===== src/rtl/uart_bridge_pkg.sv =====
// Shared types and constants for the UART register bridge.
// Optional build macro: UART_BRIDGE_CHKSUM_EN adds a trailing XOR checksum byte per frame.
package uart_bridge_pkg;

    localparam int unsigned BYTE_W = 8;

    localparam logic [BYTE_W-1:0] CMD_WR  = 8'hA5;
    localparam logic [BYTE_W-1:0] CMD_RD  = 8'h5A;
    localparam logic [BYTE_W-1:0] RSP_ACK = 8'h06;
    localparam logic [BYTE_W-1:0] RSP_NAK = 8'h15;

    typedef enum logic [2:0] {
        IDLE,
        GET_ADDR,
        GET_DATA,
`ifdef UART_BRIDGE_CHKSUM_EN
        GET_CSUM,
`endif
        DO_WR,
        DO_RD,
        WAIT_RD,
        SEND
    } state_t;

endpackage


===== src/rtl/uart_reg_bridge_if.sv =====
// Byte-stream and register-bus signals between the bridge and its neighbours.
interface uart_reg_bridge_if;

    logic [7:0] from_uart_data;
    logic       from_uart_error;
    logic       from_uart_valid;
    logic       from_uart_ready;
    logic [7:0] to_uart_data;
    logic       to_uart_error;
    logic       to_uart_valid;
    logic       to_uart_ready;
    logic [7:0] reg_addr;
    logic [7:0] reg_wdata;
    logic       reg_wr;
    logic       reg_rd;
    logic [7:0] reg_rdata;
    logic       reg_rdvalid;

    // Bridge side
    modport master (
        input  from_uart_data, from_uart_error, from_uart_valid, to_uart_ready,
        input  reg_rdata, reg_rdvalid,
        output from_uart_ready, to_uart_data, to_uart_error, to_uart_valid,
        output reg_addr, reg_wdata, reg_wr, reg_rd
    );

    // UART and register-file side
    modport slave (
        output from_uart_data, from_uart_error, from_uart_valid, to_uart_ready,
        output reg_rdata, reg_rdvalid,
        input  from_uart_ready, to_uart_data, to_uart_error, to_uart_valid,
        input  reg_addr, reg_wdata, reg_wr, reg_rd
    );

endinterface


===== src/rtl/uart_bridge_timer.sv =====
// Loadable down-counter; expired_c is high while the count sits at zero.
module uart_bridge_timer #(
    parameter int unsigned WIDTH = 8
) (
    input  logic             clk,
    input  logic             reset,
    input  logic             load,
    input  logic [WIDTH-1:0] load_value,
    input  logic             en,
    output logic             expired_c
);

    logic [WIDTH-1:0] count;

    // Load has priority; otherwise count down to zero and hold there
    always_ff @(posedge clk or negedge reset) begin
        if (!reset) begin
            count <= '0;
        end else if (load) begin
            count <= load_value;
        end else if (en && (count != '0)) begin
            count <= count - WIDTH'(1);
        end
    end

    assign expired_c = (count == '0);

endmodule


===== src/rtl/uart_reg_bridge.sv =====
// Decodes register command frames from the UART receive stream, drives the
// register bus and returns one response byte per frame.
// Optional build macro: UART_BRIDGE_CHKSUM_EN (trailing XOR checksum byte).
module uart_reg_bridge
    import uart_bridge_pkg::*;
#(
    parameter int unsigned BYTE_TIMEOUT = 1000000,
    parameter int unsigned RD_TIMEOUT   = 255
) (
    input  logic              clk,
    input  logic              reset,
    uart_reg_bridge_if.master bus
);

    // Timers load N-1 so expiry lands after N cycles in the counting state
    localparam int unsigned BYTE_TW = (BYTE_TIMEOUT > 1) ? $clog2(BYTE_TIMEOUT) : 1;
    localparam int unsigned RD_TW   = (RD_TIMEOUT > 1) ? $clog2(RD_TIMEOUT) : 1;

    state_t            state;
    logic              is_wr;
    logic              rx_ready;
    logic              tx_valid;
    logic [BYTE_W-1:0] tx_data;
    logic [BYTE_W-1:0] addr;
    logic [BYTE_W-1:0] wdata;
    logic              wr;
    logic              rd;
`ifdef UART_BRIDGE_CHKSUM_EN
    logic [BYTE_W-1:0] csum;
`endif

    logic accept_c;
    logic byte_run_c;
    logic byte_expired_c;
    logic rd_expired_c;

    assign accept_c = bus.from_uart_valid && rx_ready;

    // Inter-byte timer runs only while a frame is partially received
    always_comb begin
        byte_run_c = 1'b0;
        if ((state == GET_ADDR) || (state == GET_DATA)) byte_run_c = 1'b1;
`ifdef UART_BRIDGE_CHKSUM_EN
        if (state == GET_CSUM) byte_run_c = 1'b1;
`endif
    end

    uart_bridge_timer #(.WIDTH(BYTE_TW)) u_byte_timer (
        .clk        (clk),
        .reset      (reset),
        .load       (accept_c),
        .load_value (BYTE_TW'(BYTE_TIMEOUT - 1)),
        .en         (byte_run_c),
        .expired_c  (byte_expired_c)
    );

    uart_bridge_timer #(.WIDTH(RD_TW)) u_rd_timer (
        .clk        (clk),
        .reset      (reset),
        .load       (state == DO_RD),
        .load_value (RD_TW'(RD_TIMEOUT - 1)),
        .en         (state == WAIT_RD),
        .expired_c  (rd_expired_c)
    );

    // Frame decoder, bus sequencer and response holder
    always_ff @(posedge clk or negedge reset) begin
        if (!reset) begin
            state    <= IDLE;
            is_wr    <= 1'b0;
            rx_ready <= 1'b0;
            tx_valid <= 1'b0;
            tx_data  <= '0;
            addr     <= '0;
            wdata    <= '0;
            wr       <= 1'b0;
            rd       <= 1'b0;
`ifdef UART_BRIDGE_CHKSUM_EN
            csum     <= '0;
`endif
        end else begin
            wr <= 1'b0;
            rd <= 1'b0;
            case (state)
                IDLE: begin
                    rx_ready <= 1'b1;
                    if (accept_c) begin
                        if (!bus.from_uart_error && (bus.from_uart_data == CMD_WR ||
                                                     bus.from_uart_data == CMD_RD)) begin
                            is_wr <= (bus.from_uart_data == CMD_WR);
                            state <= GET_ADDR;
`ifdef UART_BRIDGE_CHKSUM_EN
                            csum  <= bus.from_uart_data;
`endif
                        end else begin
                            state    <= SEND;
                            tx_valid <= 1'b1;
                            tx_data  <= RSP_NAK;
                            rx_ready <= 1'b0;
                        end
                    end
                end
                GET_ADDR: begin
                    if (accept_c) begin
                        if (bus.from_uart_error) begin
                            state    <= SEND;
                            tx_valid <= 1'b1;
                            tx_data  <= RSP_NAK;
                            rx_ready <= 1'b0;
                        end else begin
                            addr <= bus.from_uart_data;
`ifdef UART_BRIDGE_CHKSUM_EN
                            csum  <= csum ^ bus.from_uart_data;
                            state <= is_wr ? GET_DATA : GET_CSUM;
`else
                            if (is_wr) begin
                                state <= GET_DATA;
                            end else begin
                                state    <= DO_RD;
                                rd       <= 1'b1;
                                rx_ready <= 1'b0;
                            end
`endif
                        end
                    end else if (byte_expired_c) begin
                        state <= IDLE;
                    end
                end
                GET_DATA: begin
                    if (accept_c) begin
                        if (bus.from_uart_error) begin
                            state    <= SEND;
                            tx_valid <= 1'b1;
                            tx_data  <= RSP_NAK;
                            rx_ready <= 1'b0;
                        end else begin
                            wdata <= bus.from_uart_data;
`ifdef UART_BRIDGE_CHKSUM_EN
                            csum  <= csum ^ bus.from_uart_data;
                            state <= GET_CSUM;
`else
                            state    <= DO_WR;
                            wr       <= 1'b1;
                            rx_ready <= 1'b0;
`endif
                        end
                    end else if (byte_expired_c) begin
                        state <= IDLE;
                    end
                end
`ifdef UART_BRIDGE_CHKSUM_EN
                GET_CSUM: begin
                    if (accept_c) begin
                        rx_ready <= 1'b0;
                        if (bus.from_uart_error || (bus.from_uart_data != csum)) begin
                            state    <= SEND;
                            tx_valid <= 1'b1;
                            tx_data  <= RSP_NAK;
                        end else if (is_wr) begin
                            state <= DO_WR;
                            wr    <= 1'b1;
                        end else begin
                            state <= DO_RD;
                            rd    <= 1'b1;
                        end
                    end else if (byte_expired_c) begin
                        state <= IDLE;
                    end
                end
`endif
                DO_WR: begin
                    state    <= SEND;
                    tx_valid <= 1'b1;
                    tx_data  <= RSP_ACK;
                end
                DO_RD: begin
                    state <= WAIT_RD;
                end
                WAIT_RD: begin
                    if (bus.reg_rdvalid) begin
                        state    <= SEND;
                        tx_valid <= 1'b1;
                        tx_data  <= bus.reg_rdata;
                    end else if (rd_expired_c) begin
                        state    <= SEND;
                        tx_valid <= 1'b1;
                        tx_data  <= RSP_NAK;
                    end
                end
                SEND: begin
                    if (bus.to_uart_ready) begin
                        state    <= IDLE;
                        tx_valid <= 1'b0;
                        rx_ready <= 1'b1;
                    end
                end
                default: begin
                    state    <= IDLE;
                    tx_valid <= 1'b0;
                    rx_ready <= 1'b0;
                end
            endcase
        end
    end

    assign bus.from_uart_ready = rx_ready;
    assign bus.to_uart_valid   = tx_valid;
    assign bus.to_uart_data    = tx_data;
    assign bus.to_uart_error   = 1'b0;
    assign bus.reg_addr        = addr;
    assign bus.reg_wdata       = wdata;
    assign bus.reg_wr          = wr;
    assign bus.reg_rd          = rd;

endmodule


===== src/flat_wrapper.sv =====
// flat-port wrapper written by rule: the top's interface ports become plain ports
module uart_reg_bridge_flat import uart_bridge_pkg::*;
#(
    parameter int unsigned BYTE_TIMEOUT = 1000000,
    parameter int unsigned RD_TIMEOUT   = 255
)
  (clk, reset, bus_from_uart_data, bus_from_uart_error, bus_from_uart_valid, bus_to_uart_ready, bus_reg_rdata, bus_reg_rdvalid, bus_from_uart_ready, bus_to_uart_data, bus_to_uart_error, bus_to_uart_valid, bus_reg_addr, bus_reg_wdata, bus_reg_wr, bus_reg_rd);
  uart_reg_bridge_if bus_i ();
  input  logic clk;
  input  logic reset;
  input wire logic [$bits(bus_i.from_uart_data)-1:0] bus_from_uart_data;
  input wire logic [$bits(bus_i.from_uart_error)-1:0] bus_from_uart_error;
  input wire logic [$bits(bus_i.from_uart_valid)-1:0] bus_from_uart_valid;
  input wire logic [$bits(bus_i.to_uart_ready)-1:0] bus_to_uart_ready;
  input wire logic [$bits(bus_i.reg_rdata)-1:0] bus_reg_rdata;
  input wire logic [$bits(bus_i.reg_rdvalid)-1:0] bus_reg_rdvalid;
  output wire logic [$bits(bus_i.from_uart_ready)-1:0] bus_from_uart_ready;
  output wire logic [$bits(bus_i.to_uart_data)-1:0] bus_to_uart_data;
  output wire logic [$bits(bus_i.to_uart_error)-1:0] bus_to_uart_error;
  output wire logic [$bits(bus_i.to_uart_valid)-1:0] bus_to_uart_valid;
  output wire logic [$bits(bus_i.reg_addr)-1:0] bus_reg_addr;
  output wire logic [$bits(bus_i.reg_wdata)-1:0] bus_reg_wdata;
  output wire logic [$bits(bus_i.reg_wr)-1:0] bus_reg_wr;
  output wire logic [$bits(bus_i.reg_rd)-1:0] bus_reg_rd;
  assign bus_i.from_uart_data = bus_from_uart_data;
  assign bus_i.from_uart_error = bus_from_uart_error;
  assign bus_i.from_uart_valid = bus_from_uart_valid;
  assign bus_i.to_uart_ready = bus_to_uart_ready;
  assign bus_i.reg_rdata = bus_reg_rdata;
  assign bus_i.reg_rdvalid = bus_reg_rdvalid;
  assign bus_from_uart_ready = bus_i.from_uart_ready;
  assign bus_to_uart_data = bus_i.to_uart_data;
  assign bus_to_uart_error = bus_i.to_uart_error;
  assign bus_to_uart_valid = bus_i.to_uart_valid;
  assign bus_reg_addr = bus_i.reg_addr;
  assign bus_reg_wdata = bus_i.reg_wdata;
  assign bus_reg_wr = bus_i.reg_wr;
  assign bus_reg_rd = bus_i.reg_rd;
  uart_reg_bridge #(.BYTE_TIMEOUT(BYTE_TIMEOUT), .RD_TIMEOUT(RD_TIMEOUT)) u_core (.clk(clk), .reset(reset), .bus(bus_i));
endmodule

===== config.mk =====
export PLATFORM = sky130hd
export DESIGN_NAME = uart_reg_bridge_flat
export DESIGN_NICKNAME = d
export VERILOG_FILES = /design/src/rtl/uart_bridge_pkg.sv /design/src/rtl/uart_reg_bridge_if.sv /design/src/rtl/uart_bridge_timer.sv /design/src/rtl/uart_reg_bridge.sv /design/src/flat_wrapper.sv
export SDC_FILE = /design/constraint.sdc
export NUM_CORES = 1
export LEC_CHECK = 0
export CORE_MARGIN = 5
export CORE_UTILIZATION = 57
export DETAILED_ROUTE_END_ITERATION = 8
export GPL_TIMING_DRIVEN = 0
export HOLD_SLACK_MARGIN = 0.05
export PLACE_DENSITY = 0.9
export SETUP_SLACK_MARGIN = 0.1
export SLEW_MARGIN = 10
export SYNTH_ARGS = -nofsm -noshare
export SYNTH_HDL_FRONTEND = slang
export SYNTH_SLANG_ARGS = --single-unit

===== constraint.sdc =====
create_clock -name clk -period 5.48 [get_ports clk]
set_input_delay 1.096 -clock clk [delete_from_list [all_inputs] [get_ports clk]]
set_output_delay 1.096 -clock clk [all_outputs]
set_load 0.03 [all_outputs]

==> metrics.cfg <==
[run_status]
outcome = completed

[clock_network]
clk_latency_ps = 350
root_buffer = clkbuf_8
ctsHoldBuffers = 0
clock_sinks = 60
cts_setup_buffers = 0
cts_made_buffers = 9
cts.clk_slew.worst_paths_ps = 70
clockBufferDepth = 2
cts_tree = done
cts_resized = 0
htreeDepth = 3

[yosys]
synth_area_um2 = 3080
synth_top_cell_by_area = dfrtp_1
synth-edff-count = 0
synthFlopType = dfrtp_1
syn_avg_cell_area_um2 = 10.1
synth_top_area_share_pct = 48.8
postSynthCellCount = 306
synth-async-reset-ratio_pct = 100
yosysSeqAreaShare_pct = 48.8
yosysWarnings = 0
synthTopCellsByArea = dfrtp_1 49%, mux2_2 6.2%, or4_1 3.7%
synth_nets = 331
synth.distinct_cells = 50
ys_ff_latch = 60

[critical_path]
cpLargestDelayFamily = buffers and inverters
startpoint_type = primary input
critPathRequiredTime_ps = 5710
r2r_setup_slack_ps = 2930
rr_startpoint = u_core.u_byte_timer.count[3]$_DFFE_PN0P_
worstSetupPathType = primary input to flip-flop
crit_fanout = 9
path_cells = clkdlybuf4s50_1, and2_1, clkbuf_1, a21boi_0, o22ai_1, nand3_1, a221o_1
rr_worst_depth = 7
path_buf_inv = 2
r2r-end = u_core.u_byte_timer.count[9]$_DFFE_PN0P_
crit_arrival_ps = 3070
cpPeakStageDelay_ps = 490
critical-path-slowest-cell = clkdlybuf4s50_1
cp-end-kind = flip-flop

[min_path]
hp-start = u_core.is_wr$_DFFE_PN0P_
worst_hold_path.num_cells = 1
hold_class = flip-flop to flip-flop
whs_endpoint = u_core.bus.reg_rd$_DFF_PN0_

[sta]
rsz0062_at_grt = no
finalSetupViolations = 0
finalSetupTns_ps = 0
drv_slew = 0
clock_skew_ps = 6.64
hold_viol_final = 0
worst_pin_slew_ps = 750
max_freq_mhz = 352
fin_ws_ps = 2640
timing.final.crit_period_ps = 2840
slew_headroom_pct = 50.0
period_share_pct = 51.8

[detailed_routing]
wl_per_cell_um = 17.3
routed.top_layer = met4
viasPerCell = 6.19
dr_wl_met2_um = 3730
first_pass_iters = 4
routed_wl_um = 7600
detail-route-antenna-nets = 0
drc = 0
met1Wirelength_um = 3100
drt-initial-drc-count = 246
wl_met3_um = 598
vias = 2718

[power_and_ir_drop]
intPower_mw = 1.07
power_frac_comb_pct = 42.5
seq_power_share_pct = 35.4
pwr-share-clk_pct = 22.1
sw_frac_of_total_pct = 38.5
power_switching_uw = 673
powerDensity_nw_per_um2 = 457
ir_drop_mv = 0.343
p_leak_nw = 1.55

[placed_design]
portBuffers = 48
hpwl_um = 5240
place_congestion = 0.956
place_ws_ps = 2300

[die]
die_h_um = 83.5
fp-row-count = 26
boundaryPins = 51
start_util_pct = 59.5
dieWidth_um = 83.5
core-area_um2 = 5170
die-area_um2 = 6960

[job]
maxCapViolations = 0

[cells_and_area]
synthToLayoutAreaGrowth_pct = 24.4
fin_nets = 390
drive_gt1_share_pct = 10.0
n_antenna_cell = 0

[global_routing]
grt_overflow_total = 0
grt.total_usage_pct = 22.9
first_global_vias = 2756
antenna_found_initial = 0
grt_max_degree = 61
grt_pass1_wl_um = 12900

power groups by stage:
stage	Clock (mW)	Combinational [mW]	Sequential, mW
5_1_grt	0.417	0.792	0.631
3_3_place_gp	0	0.714	0.617
2_1_floorplan	0	0.321	0.762
4_1_cts	0.390	0.741	0.618
6_report	0.386	0.741	0.619
3_5_place_dp	0	0.733	0.624
synth_stat cells, drive strengths merged (2+ instances only):
cell and number:
a211o 2, a211oi 3, a21boi 3, a21o 5, a21oi 19, a221o 2, a22o 4, and2 2
and3 3, buf 3, clkbuf 12, dfrtp 60, ha 3, inv 13, mux2 17, mux2i 3
nand2 24, nand2b 3, nand3 11, nand3b 2, nand4 3, nor2 16, nor2b 2, nor3 6
nor4 4, nor4bb 5, o211ai 2, o21ai 17, o22ai 4, o311ai 2, o31ai 5, o41ai 2
or3 12, or4 16, xnor2 4, xor2 3
per-stage QoR:
step / utilization, % / instances / total power [mW] / area (um2) / hold WS, ps
3_5_place_dp: 70.4 / 424 / 1.36 / 3640 / 486
4_1_cts: 73.9 / 439 / 1.75 / 3820 / 499
3_3_place_gp: 70.4 / 424 / 1.33 / 3640 / 485
5_1_grt: 73.9 / 439 / 1.84 / 3820 / 527
2_1_floorplan: - / 306 / 1.08 / 3080 / 435
6_report: 73.9 / 439 / 1.75 / 3820 / 503
how the worst max path moves through the flow:
stage | from | to | slack, ps | cells past startpoint
2_1_floorplan | bus_from_uart_error | u_core.bus.reg_wdata[0]$_DFFE_PN0P_ | 3080 | 4
3_3_place_gp | reset | u_core.u_byte_timer.count[2]$_DFFE_PN0P_ | 1460 | 1
3_5_place_dp | bus_from_uart_valid | u_core.bus.to_uart_data[1]$_DFFE_PN0P_ | 2300 | 7
4_1_cts | bus_from_uart_valid | u_core.bus.to_uart_data[1]$_DFFE_PN0P_ | 2670 | 7
5_1_grt | bus_from_uart_valid | u_core.bus.to_uart_data[1]$_DFFE_PN0P_ | 2560 | 7
6_report | bus_from_uart_valid | u_core.bus.to_uart_data[1]$_DFFE_PN0P_ | 2640 | 7
flip-flops by register name, summed over array words and instances (netlist names):
name and cells:
u_core.state 3, u_core.u_byte_timer.count 20, u_core.bus.reg_addr 8, u_core.bus.from_uart_ready 1, u_core.is_wr 1, u_core.bus.reg_rd 1, u_core.bus.reg_wr 1, u_core.bus.reg_wdata 8
u_core.bus.to_uart_data 8, u_core.bus.to_uart_valid 1, u_core.u_rd_timer.count 8
cell usage in the layout, fill, tap and decap left out, drive strengths merged, types with 2 or more instances in the layout:
cell           count
nor4bb             5
nand4              3
nand2b             3
nor2b              2
or4               16
o22ai              4
o211ai             2
o311ai             2
clkbuf            25
o31ai              5
mux2i              3
dfrtp             60
a21oi             19
xnor2              4
a211o              2
and2               2
nand2             24
a221o              2
o41ai              2
xor2               3
or3               12
inv               13
a21boi             3
buf                4
clkdlybuf4s50     47
nor2              16
nand3b             2
o21ai             17
nor4               4
nand3             11
ha                 3
a22o               4
nor3               6
a211oi             3
mux2              17
a21o               5
and3               3
layer usage:
metal / up-vias / GRT usage (%)
met5: - / 0
met4: 0 / 9.36
met3: 16 / 7.70
met2: 108 / 37.7
met1: 1338 / 27.7
li1: 1256 / -
area by class of cell:
cell class	instances	area, um2
clock buffer	13	149
clock inverter	2	35.0
sequential	60	1500
timing repair buffer	48	478
multi-input combinational	218	1450
tap	70	87.6
inverter	13	48.8
buffer	15	71.3
fill	384	1350
cell families (layout without fill, tap and decap cells):
family                     Yosys count  after routing  share of synthesized area, %
and+or+nand+nor                    112            112                          20.7
AOI/OAI and AO/OA                   75             75                          16.0
DFF                                 60             60                          48.8
buffers and inverters               28             91                          3.91
muxes                               20             20                          7.20
xor gates and xnor gates             7              7                          1.99
adders and majority gates            3              3                          1.22
other                                1              1                         0.122
No activity file was read; power rests on OpenSTA's default activity.
